File: config.mk
export PLATFORM = sky130hd
export DESIGN_NAME = cxapbasyncbridge_slave_domain
export DESIGN_NICKNAME = d
export VERILOG_FILES = /design/src/rtl/cxapbasyncbridge_pkg.sv /design/src/rtl/cxapbasyncbridge_sync2.sv /design/src/rtl/cxapbasyncbridge_slave_domain.sv
export SDC_FILE = /design/constraint.sdc
export NUM_CORES = 1
export LEC_CHECK = 0
export ABC_CLOCK_PERIOD_IN_PS = 3800
export BUFFER_PORTS_ARGS = -buffer_cell sky130_fd_sc_hd__buf_2
export CAP_MARGIN = 20
export CORE_ASPECT_RATIO = 0.5
export CORE_MARGIN = 2
export CORE_UTILIZATION = 25
export CTS_CLUSTER_SIZE = 12
export DETAILED_ROUTE_END_ITERATION = 16
export HOLD_SLACK_MARGIN = 0.03
export SLEW_MARGIN = 5
export SYNTH_ARGS = -nofsm -noshare
export SYNTH_HDL_FRONTEND = slang
export SYNTH_SLANG_ARGS = --single-unit
File: constraint.sdc
create_clock -name pclks -period 3.8 [get_ports pclks]
set_input_delay 0.19 -clock pclks [delete_from_list [all_inputs] [get_ports pclks]]
set_output_delay 0.19 -clock pclks [all_outputs]
set_load 0.01 [all_outputs]
File: src/rtl/cxapbasyncbridge_pkg.sv
// Shared encodings, payload widths and field positions for the APB async bridge.
package cxapbasyncbridge_pkg;

    localparam int FWD_W = 65;
    localparam int REV_W = 33;

    // Forward payload fields: {paddr, pwdata, pwrite}
    localparam int FWD_WRITE_BIT = 0;
    localparam int FWD_WDATA_LSB = 1;
    localparam int FWD_WDATA_MSB = 32;
    localparam int FWD_ADDR_LSB  = 33;
    localparam int FWD_ADDR_MSB  = 64;

    // Reverse payload fields: {prdata, pslverr}
    localparam int REV_ERR_BIT   = 0;
    localparam int REV_RDATA_LSB = 1;
    localparam int REV_RDATA_MSB = 32;

    typedef enum logic [1:0] {
        CXAPBAS_SLV_IDLE   = 2'b00,
        CXAPBAS_SLV_REQ    = 2'b01,
        CXAPBAS_SLV_RESP   = 2'b10,
        CXAPBAS_SLV_ACKLOW = 2'b11
    } slv_state_e;

    function automatic logic [FWD_W-1:0] pack_fwd(input logic [31:0] addr,
                                                   input logic [31:0] wdata,
                                                   input logic        write);
        return {addr, wdata, write};
    endfunction

endpackage

File: src/rtl/cxapbasyncbridge_sync2.sv
// Two-flop synchroniser for signals crossing into the local clock domain.
module cxapbasyncbridge_sync2 #(
    parameter int WIDTH = 1
) (
    input  logic             clk,
    input  logic             rst,
    input  logic [WIDTH-1:0] d,
    output logic [WIDTH-1:0] q
);

    logic [WIDTH-1:0] meta;

    always_ff @(posedge clk or posedge rst) begin
        if (rst) begin
            meta <= '0;
            q    <= '0;
        end else begin
            meta <= d;
            q    <= meta;
        end
    end

endmodule

File: src/rtl/cxapbasyncbridge_slave_domain.sv
// APB3 completer side of the async bridge: turns each APB transfer into a
// four-phase req/ack exchange and returns the far-end response on preadys.
module cxapbasyncbridge_slave_domain
    import cxapbasyncbridge_pkg::*;
(
    input  logic             pclks,
    input  logic             presets,
    input  logic             pclkens,
    input  logic             pselS,
    input  logic             penables,
    input  logic             pwrites,
    input  logic [31:0]      paddrs,
    input  logic [31:0]      pwdatas,
    output logic [31:0]      prdatas,
    output logic             pslverrs,
    output logic             preadys,
    output logic             apbs_req_async,
    input  logic             apbs_ack_async,
    output logic [FWD_W-1:0] apbs_fwd_data_async,
    input  logic [REV_W-1:0] apbs_rev_data_async,
    output logic [1:0]       slv_state
);

    slv_state_e       state;
    logic             ack_sync;
    logic             setup;
    logic             req_q;
    logic             pend_q;
    logic [FWD_W-1:0] fwd_q;
    logic [31:0]      rdata_q;
    logic             err_q;

    // Runs on every pclks edge, independent of pclkens.
    cxapbasyncbridge_sync2 #(.WIDTH(1)) u_ack_sync (
        .clk (pclks),
        .rst (presets),
        .d   (apbs_ack_async),
        .q   (ack_sync)
    );

    assign setup = pselS & ~penables & pclkens;

    always_ff @(posedge pclks or posedge presets) begin
        if (presets) begin
            state   <= CXAPBAS_SLV_IDLE;
            req_q   <= 1'b0;
            pend_q  <= 1'b0;
            fwd_q   <= '0;
            rdata_q <= '0;
            err_q   <= 1'b0;
        end else if (pclkens) begin
            case (state)
                CXAPBAS_SLV_IDLE: begin
                    if (setup) begin
                        fwd_q <= pack_fwd(paddrs, pwdatas, pwrites);
                        req_q <= 1'b1;
                        state <= CXAPBAS_SLV_REQ;
                    end
                end
                CXAPBAS_SLV_REQ: begin
                    if (ack_sync) begin
                        rdata_q <= apbs_rev_data_async[REV_RDATA_MSB:REV_RDATA_LSB];
                        err_q   <= apbs_rev_data_async[REV_ERR_BIT];
                        req_q   <= 1'b0;
                        state   <= CXAPBAS_SLV_RESP;
                    end
                end
                CXAPBAS_SLV_RESP: begin
                    state <= ack_sync ? CXAPBAS_SLV_ACKLOW : CXAPBAS_SLV_IDLE;
                end
                CXAPBAS_SLV_ACKLOW: begin
                    // A new request may only launch once the previous ack has dropped.
                    if (setup) fwd_q <= pack_fwd(paddrs, pwdatas, pwrites);
                    if (!ack_sync) begin
                        if (pend_q || setup) begin
                            req_q  <= 1'b1;
                            pend_q <= 1'b0;
                            state  <= CXAPBAS_SLV_REQ;
                        end else begin
                            state  <= CXAPBAS_SLV_IDLE;
                        end
                    end else if (setup) begin
                        pend_q <= 1'b1;
                    end
                end
            endcase
        end
    end

    assign preadys             = (state == CXAPBAS_SLV_RESP);
    assign prdatas             = rdata_q;
    assign pslverrs            = err_q & preadys;
    assign apbs_req_async      = req_q;
    assign apbs_fwd_data_async = fwd_q;
    assign slv_state           = state;

endmodule

==> results of run 1 <==
cells in the mapped netlist (all sizes together):
cell,instances
o2111ai,1
a211oi,2
dfrtp,104
and2,1
a2bb2oi,1
and3b,2
nand2b,1
buf,11
o21ai,1
mux2i,1
mux2,98
nor4b,1
a31oi,2
ha,4
nand3,1
and4,1
o211ai,2
a22oi,1
nor2b,3
inv,6
nand2,2
power by group:
group,internal (uW),total (uW),switching (uW)
logic,1080,1920,848
registers,1660,1930,277
clock network,579,975,395
how the worst max path moves through the flow:
stage                                   startpoint                                   to  slack (ns)  cells after the start
after CTS                 slv_state[0]$_DFFE_PP0P_  apbs_fwd_data_async[51]$_DFFE_PP0P_        1.85                      5
after global placement    slv_state[0]$_DFFE_PP0P_  apbs_fwd_data_async[60]$_DFFE_PP0P_        1.94                      5
final                     slv_state[0]$_DFFE_PP0P_  apbs_fwd_data_async[60]$_DFFE_PP0P_        1.87                      5
after global routing      slv_state[0]$_DFFE_PP0P_  apbs_fwd_data_async[61]$_DFFE_PP0P_        1.79                      5
after detailed placement  slv_state[0]$_DFFE_PP0P_  apbs_fwd_data_async[51]$_DFFE_PP0P_        1.86                      5
after floorplan                            presets   apbs_fwd_data_async[0]$_DFFE_PP0P_        0.88                      1
layout make-up:
| class | count | area share, % |
|---|---|---|
| Sequential cell | 104 | 44.7 |
| Clock buffer | 11 | 3.99 |
| Timing Repair Buffer | 211 | 18.7 |
| Tap cell | 227 | 4.87 |
| Multi-Input combinational cell | 125 | 26.0 |
| Clock inverter | 4 | 1.33 |
| Antenna cell | 1 | 0.0429 |
| Inverter | 6 | 0.429 |
what timing repair did:
| action | CTS | global route |
|---|---|---|
| endpoints found under the hold margin | 26 | 0 |
| buffers inserted | 0 | 0 |
| hold buffers | 2 | 0 |
sequential cells by signal (all words and copies together), names as in the netlist:
register / flops
slv_state: 2
err_q: 1
u_ack_sync.meta: 1
u_ack_sync.q: 1
apbs_fwd_data_async: 65
pend_q: 1
prdatas: 32
apbs_req_async: 1
routing by layer:
layer	GRT usage [%]	up-vias
li1	-	1283
met1	11.9	1438
met2	21.5	41
met3	3.34	16
met4	3.88	0
met5	0	-
cells by family after synthesis:
| kind of cell | synth area share, % |
|---|---|
| mux | 30.3 |
| compound gates | 1.69 |
| simple gates | 2.10 |
| flops | 60.6 |
| buf+inv | 4.11 |
| fa+ha+maj | 1.17 |
per-stage QoR:
step | cells | util (%) | power (uW) | instance area (um2)
detailed placement | 671 | 33.1 | 3910 | 5490
floorplan | 246 | - | 3130 | 4290
global placement | 671 | 33.1 | 3860 | 5490
finish | 689 | 35.1 | 4830 | 5830
global route | 689 | 35.1 | 5140 | 5830
CTS | 688 | 35.1 | 4920 | 5820
==> reports/qor.tcl, run 1 <==
set qor(cp_num_buf_inv) 2
set qor(count_of_cell_types_in_the_netlist) 27
set qor(clkSlewWorstSetupHoldPaths_ns) 0.07
set qor(via_count) 2778
set qor(worstSetupStartpointType) {flip-flop}
set qor(power.density_cell_area_nw_per_um2) 830
set qor(final_layout_size_suffix_gt1_share_pct) 70.1
set qor(drc) 0
set qor(pin_count_of_the_biggest_net_entering_global_routing) 66
set qor(detail_route.iter0.violations) 138
set qor(die_w_um) 189
set qor(cts-htree-levels) 3
set qor(fmaxAchievable_mhz) 517
set qor(r2r-start) {slv_state[0]$_DFFE_PP0P_}
set qor(drt_first_pass_iters) 4
set qor(worstHoldPathCells) 2
set qor(rsz0062_at_grt) {no}
set qor(final_cell_mix) {buf_2 (205), dfrtp_1 (104), mux2_4 (50)}
set qor(clk_root_buffer_cell) {clkbuf_16}
set qor(postSynthAreaPerCell_um2) 17.5
set qor(total_setup_violations_reported_at_the_end_of_the_flow) 0
set qor(grt_pass1_vias) 2953
set qor(final-hold-violation-count) 0
set qor(pin_slew_with_the_least_headroom_to_its_limit_ns) 0.598
set qor(die-area_um2) 18300
set qor(cts_tree) {built}
set qor(post_synth_instance_area_um2) 4290
set qor(critical_path_peak_fanout) 65
set qor(setup_tns_ns) 0
set qor(start_util_pct) 25.9
set qor(drt.antenna.violating_nets) 0
set qor(critical_path_required_time_ns) 4.02
set qor(clock_tree_sinks) 104
set qor(number_of_antenna_violations_at_the_first_check_in_global_routing) 2
set qor(portBuffers) 205
set qor(post_cts.resized_instances) 0
set qor(synth_top_cell_area_share_pct) 60.6
set qor(cts_inserted_buffers) 9
set qor(clock_latency_ns) 0.33
set qor(worst_path_arrival_time_ns) 2.15
set qor(warnings_synthesis) 0
set qor(multi_input_area_um2) 1510
set qor(layout.cells.most_common) {buf_2}
set qor(cell_by_cell_trace_of_the_critical_path) {inv_1 -> ha_1 -> nor2b_4 -> buf_12 -> mux2_2}
set qor(route.detailed.wl_per_inst_um) 14.8
set qor(crit_slowest_cell) {dfrtp_1}
set qor(place_worst_setup_slack_ns) 1.86
set qor(criticalPathCategory) {reg -> reg}
set qor(sum_of_net_half_perimeters_after_detailed_placement_mm) 7.62
set qor(holdPathEnd) {apbs_fwd_data_async[27]$_DFFE_PP0P_}
set qor(worstHoldStart) {pwdatas[26]}
set qor(synth_cells) 246
set qor(metal_1_wl_mm) 3.85
set qor(synth_seq_cells) 104
set qor(period_share_pct) 50.9
set qor(grt_pass1_wl_mm) 16.1
set qor(synth.largest_area_cell) {dfrtp_1}
set qor(worst_reg2reg_path_length_in_cells) 5
set qor(last_weighted_congestion_value_of_the_routability_driven_placer) 0.775
set qor(endpoint_kind) {flip-flop}
set qor(regToRegSetupSlack_ns) 1.87
set qor(synth_top_cells_by_area) {dfrtp_1 (61%), mux2_4 (17%), mux2_2 (13%)}
set qor(clockBufferDepth) 2
set qor(std_cell_rows) 33
set qor(cellLeakagePower_uw) 0.00292
set qor(max-vdd-ir-drop_mv) 0.266
set qor(floorplan.core_area_um2) 16600
set qor(finalHoldWorstSlack_ns) 0.0815
set qor(critical-path-max-stage-delay_ns) 0.43
set qor(grt_overflow_total) 0
set qor(final-max-slew-violation-count) 0
set qor(path_type_of_the_worst_min_delay_path) {in -> reg}
set qor(period_needed_ns) 1.93
set qor(design.final.nets) 565
set qor(regToRegEndpoint) {apbs_fwd_data_async[60]$_DFFE_PP0P_}
set qor(routed_met3_length_um) 342
set qor(filler_cell_count) 1688
set qor(sequential_cell_area_um2) 2600
set qor(length_of_routed_met2_wiring_mm) 5.81
set qor(track_usage_pct) 11.3
set qor(seq_area_frac_synth_pct) 60.6
set qor(max_cap_violations) 0
set qor(timing.slew.headroom_pct) 60.1
set qor(vias_per_cell) 4.03
set qor(drt_wl_total_mm) 10.2
set qor(path_delay_family) {buffers and inverters}
set qor(top_layer) {met4}
set qor(die-height_um) 96.7
set qor(synthesis_to_layout_area_growth_pct) 35.7
set qor(fin_worst_skew_ns) 0.00627
set qor(ioPinCount) 206
set qor(synth_nets) 354
set qor(outcome) {completed}
set qor(worst_slack_ns) 1.87
Note: power is estimated with default switching activity, not from simulation.
==> run 2: changes to the inputs <==
ABC_CLOCK_PERIOD_IN_PS = 1800   (was 3800)
clock period = 1.8 ns   (was 3.8 ns; I/O delays follow)
==> reports/qor.tcl, run 2 (synthesized netlist as in run 1, its figures left out) <==
set qor(clock_tree_sinks) 104
set qor(fin_worst_skew_ns) 0.00815
set qor(total_setup_violations_reported_at_the_end_of_the_flow) 0
set qor(pin_count_of_the_biggest_net_entering_global_routing) 35
set qor(design_power_total_uw) 10600
set qor(worstHoldStart) {pclkens}
set qor(cell_internal_pwr_uw) 7300
set qor(final-hold-violation-count) 0
set qor(worstHoldPathCells) 2
set qor(cellLeakagePower_uw) 0.00343
set qor(critical_path_required_time_ns) 2.02
set qor(regToRegEndpoint) {apbs_fwd_data_async[55]$_DFFE_PP0P_}
set qor(final-max-slew-violation-count) 0
set qor(endpoint_kind) {flip-flop}
set qor(crit_slowest_cell) {dfrtp_1}
set qor(grt_pass1_vias) 3624
set qor(criticalPathCategory) {reg -> reg}
set qor(number_of_antenna_violations_at_the_first_check_in_global_routing) 1
set qor(final_layout_size_suffix_gt1_share_pct) 58.9
set qor(worst_reg2reg_path_length_in_cells) 5
set qor(floorplan.core_area_um2) 16600
set qor(clk_root_buffer_cell) {clkbuf_16}
set qor(design.final.nets) 677
set qor(die-height_um) 96.7
set qor(route.detailed.wl_per_inst_um) 14.4
set qor(power.density_cell_area_nw_per_um2) 1520
set qor(clkSlewWorstSetupHoldPaths_ns) 0.07
set qor(sum_of_net_half_perimeters_after_detailed_placement_mm) 7.98
set qor(rsz0062_at_grt) {no}
set qor(seqPwrFrac_pct) 38.6
set qor(timing.slew.headroom_pct) 57.9
set qor(startpoint) {slv_state[1]$_DFFE_PP0P_}
set qor(worst_path_arrival_time_ns) 1.93
set qor(worstSetupStartpointType) {flip-flop}
set qor(outcome) {completed}
set qor(ioPinCount) 206
set qor(grt_overflow_total) 0
set qor(regToRegSetupSlack_ns) 0.09
set qor(cell_by_cell_trace_of_the_critical_path) {inv_1 -> ha_1 -> nor2b_4 -> buf_4 -> mux2_2}
set qor(cts_tree) {built}
set qor(grt_pass1_wl_mm) 18.4
set qor(detail_route.iter0.violations) 74
set qor(r2r-start) {slv_state[1]$_DFFE_PP0P_}
set qor(layout.cells.most_common) {buf_2}
set qor(cts_inserted_buffers) 9
set qor(path_type_of_the_worst_min_delay_path) {in -> reg}
set qor(drt_first_pass_iters) 3
set qor(path_delay_family) {buffers and inverters}
set qor(drt_wl_total_mm) 11.6
set qor(die_w_um) 189
set qor(final_cell_mix) {buf_2 (205), dfrtp_1 (104), dlygate4sd3_1 (100)}
set qor(power.combinational.fraction_pct) 41.6
set qor(critical-path-max-stage-delay_ns) 0.38
set qor(switching_power_uw) 3340
set qor(critical_path_peak_fanout) 17
set qor(postPlaceCellArea_um2) 5650
set qor(cp_num_buf_inv) 2
set qor(last_weighted_congestion_value_of_the_routability_driven_placer) 0.739
set qor(start_util_pct) 25.9
set qor(die-area_um2) 18300
set qor(max-vdd-ir-drop_mv) 0.618
set qor(share_clk_of_total_power_pct) 19.8
set qor(clockBufferDepth) 2
set qor(period_share_pct) 94.9
set qor(track_usage_pct) 12.8
set qor(holdPathEnd) {pend_q$_DFFE_PP0P_}
set qor(portBuffers) 205
set qor(std_cell_rows) 33
set qor(via_count) 3244
set qor(drt.antenna.violating_nets) 0
set qor(drc) 0
set qor(clock_latency_ns) 0.34
set qor(pin_slew_with_the_least_headroom_to_its_limit_ns) 0.630
set qor(largest_register_ffs) 65
set qor(synthesis_to_layout_area_growth_pct) 63.5
set qor(fmaxAchievable_mhz) 586
set qor(cts-htree-levels) 3
set qor(vias_per_cell) 4.04
set qor(switching_share_pct) 31.4
set qor(max_cap_violations) 0
set qor(final_area_um2) 7020
set qor(setup_tns_ns) 0
set qor(period_needed_ns) 1.71
==> run 2: changes by cell type in the layout (fill, tap and decap cells not counted), sizes merged <==
cell,delta
dlygate4sd3,+98
buf,+13
clkbuf,+2
clkinvlp,+2
inv,-2
==> run 2: layout make-up <==
| type | count | area (um2) |
|---|---|---|
| fillers | 1570 | 9580 |
| flip-flops and latches | 104 | 2600 |
| repair buffers | 323 | 2270 |
| multi-input cells | 125 | 1510 |
| well taps | 227 | 284 |
| clock buffers | 12 | 246 |
| clock inverters | 4 | 76.3 |
| inverters | 6 | 26.3 |
| diodes | 1 | 2.50 |
==> run 2: per-stage QoR <==
step	cells	hold slack, ns	setup WS [ns]	util (%)
2_1_floorplan	246	0.121	0.106	-
3_3_place_gp	682	0.202	0.118	34.1
3_5_place_dp	682	0.214	0.0889	34.1
4_1_cts	798	0.0511	0.0686	42.0
5_1_grt	802	0.0772	0.00509	42.3
6_report	802	0.0644	0.0924	42.3
==> run 2: worst max-delay path by stage <==
stage | endpoint | slack, ns | cells after the start
final | apbs_fwd_data_async[55]$_DFFE_PP0P_ | 0.09 | 5
after global routing | apbs_fwd_data_async[55]$_DFFE_PP0P_ | 0.005 | 5
after CTS | apbs_fwd_data_async[3]$_DFFE_PP0P_ | 0.07 | 6
after detailed placement | apbs_fwd_data_async[7]$_DFFE_PP0P_ | 0.09 | 6
after global placement | apbs_fwd_data_async[11]$_DFFE_PP0P_ | 0.12 | 6
after floorplan | apbs_fwd_data_async[0]$_DFFE_PP0P_ | 0.11 | 6
==> run 2: timing repair <==
| item | in CTS | in global routing |
|---|---|---|
| gates resized for setup | 0 | 0 |
| endpoints found under the setup margin | 0 | 15 |
| hold endpoints to repair | 121 | 0 |
| hold buffers | 100 | 0 |
| setup buffers | 0 | 2 |
==> run 2: power by group through the flow <==
stage / clock [uW] / combinational (uW) / sequential, uW
after CTS: 2190 / 4450 / 4100
after detailed placement: 0 / 4270 / 4120
after global routing: 2300 / 4740 / 4270
after global placement: 0 / 4210 / 4090
after floorplan: 0 / 1960 / 4660
final: 2110 / 4420 / 4100
==> run 2: metal layers <==
layer	up-vias	track usage, %	part of all wire, %
li1	1515	-	-
met1	1629	13.1	37
met2	73	24.7	57
met3	27	3.19	3.1
met4	0	5.43	2.9
met5	-	0	0
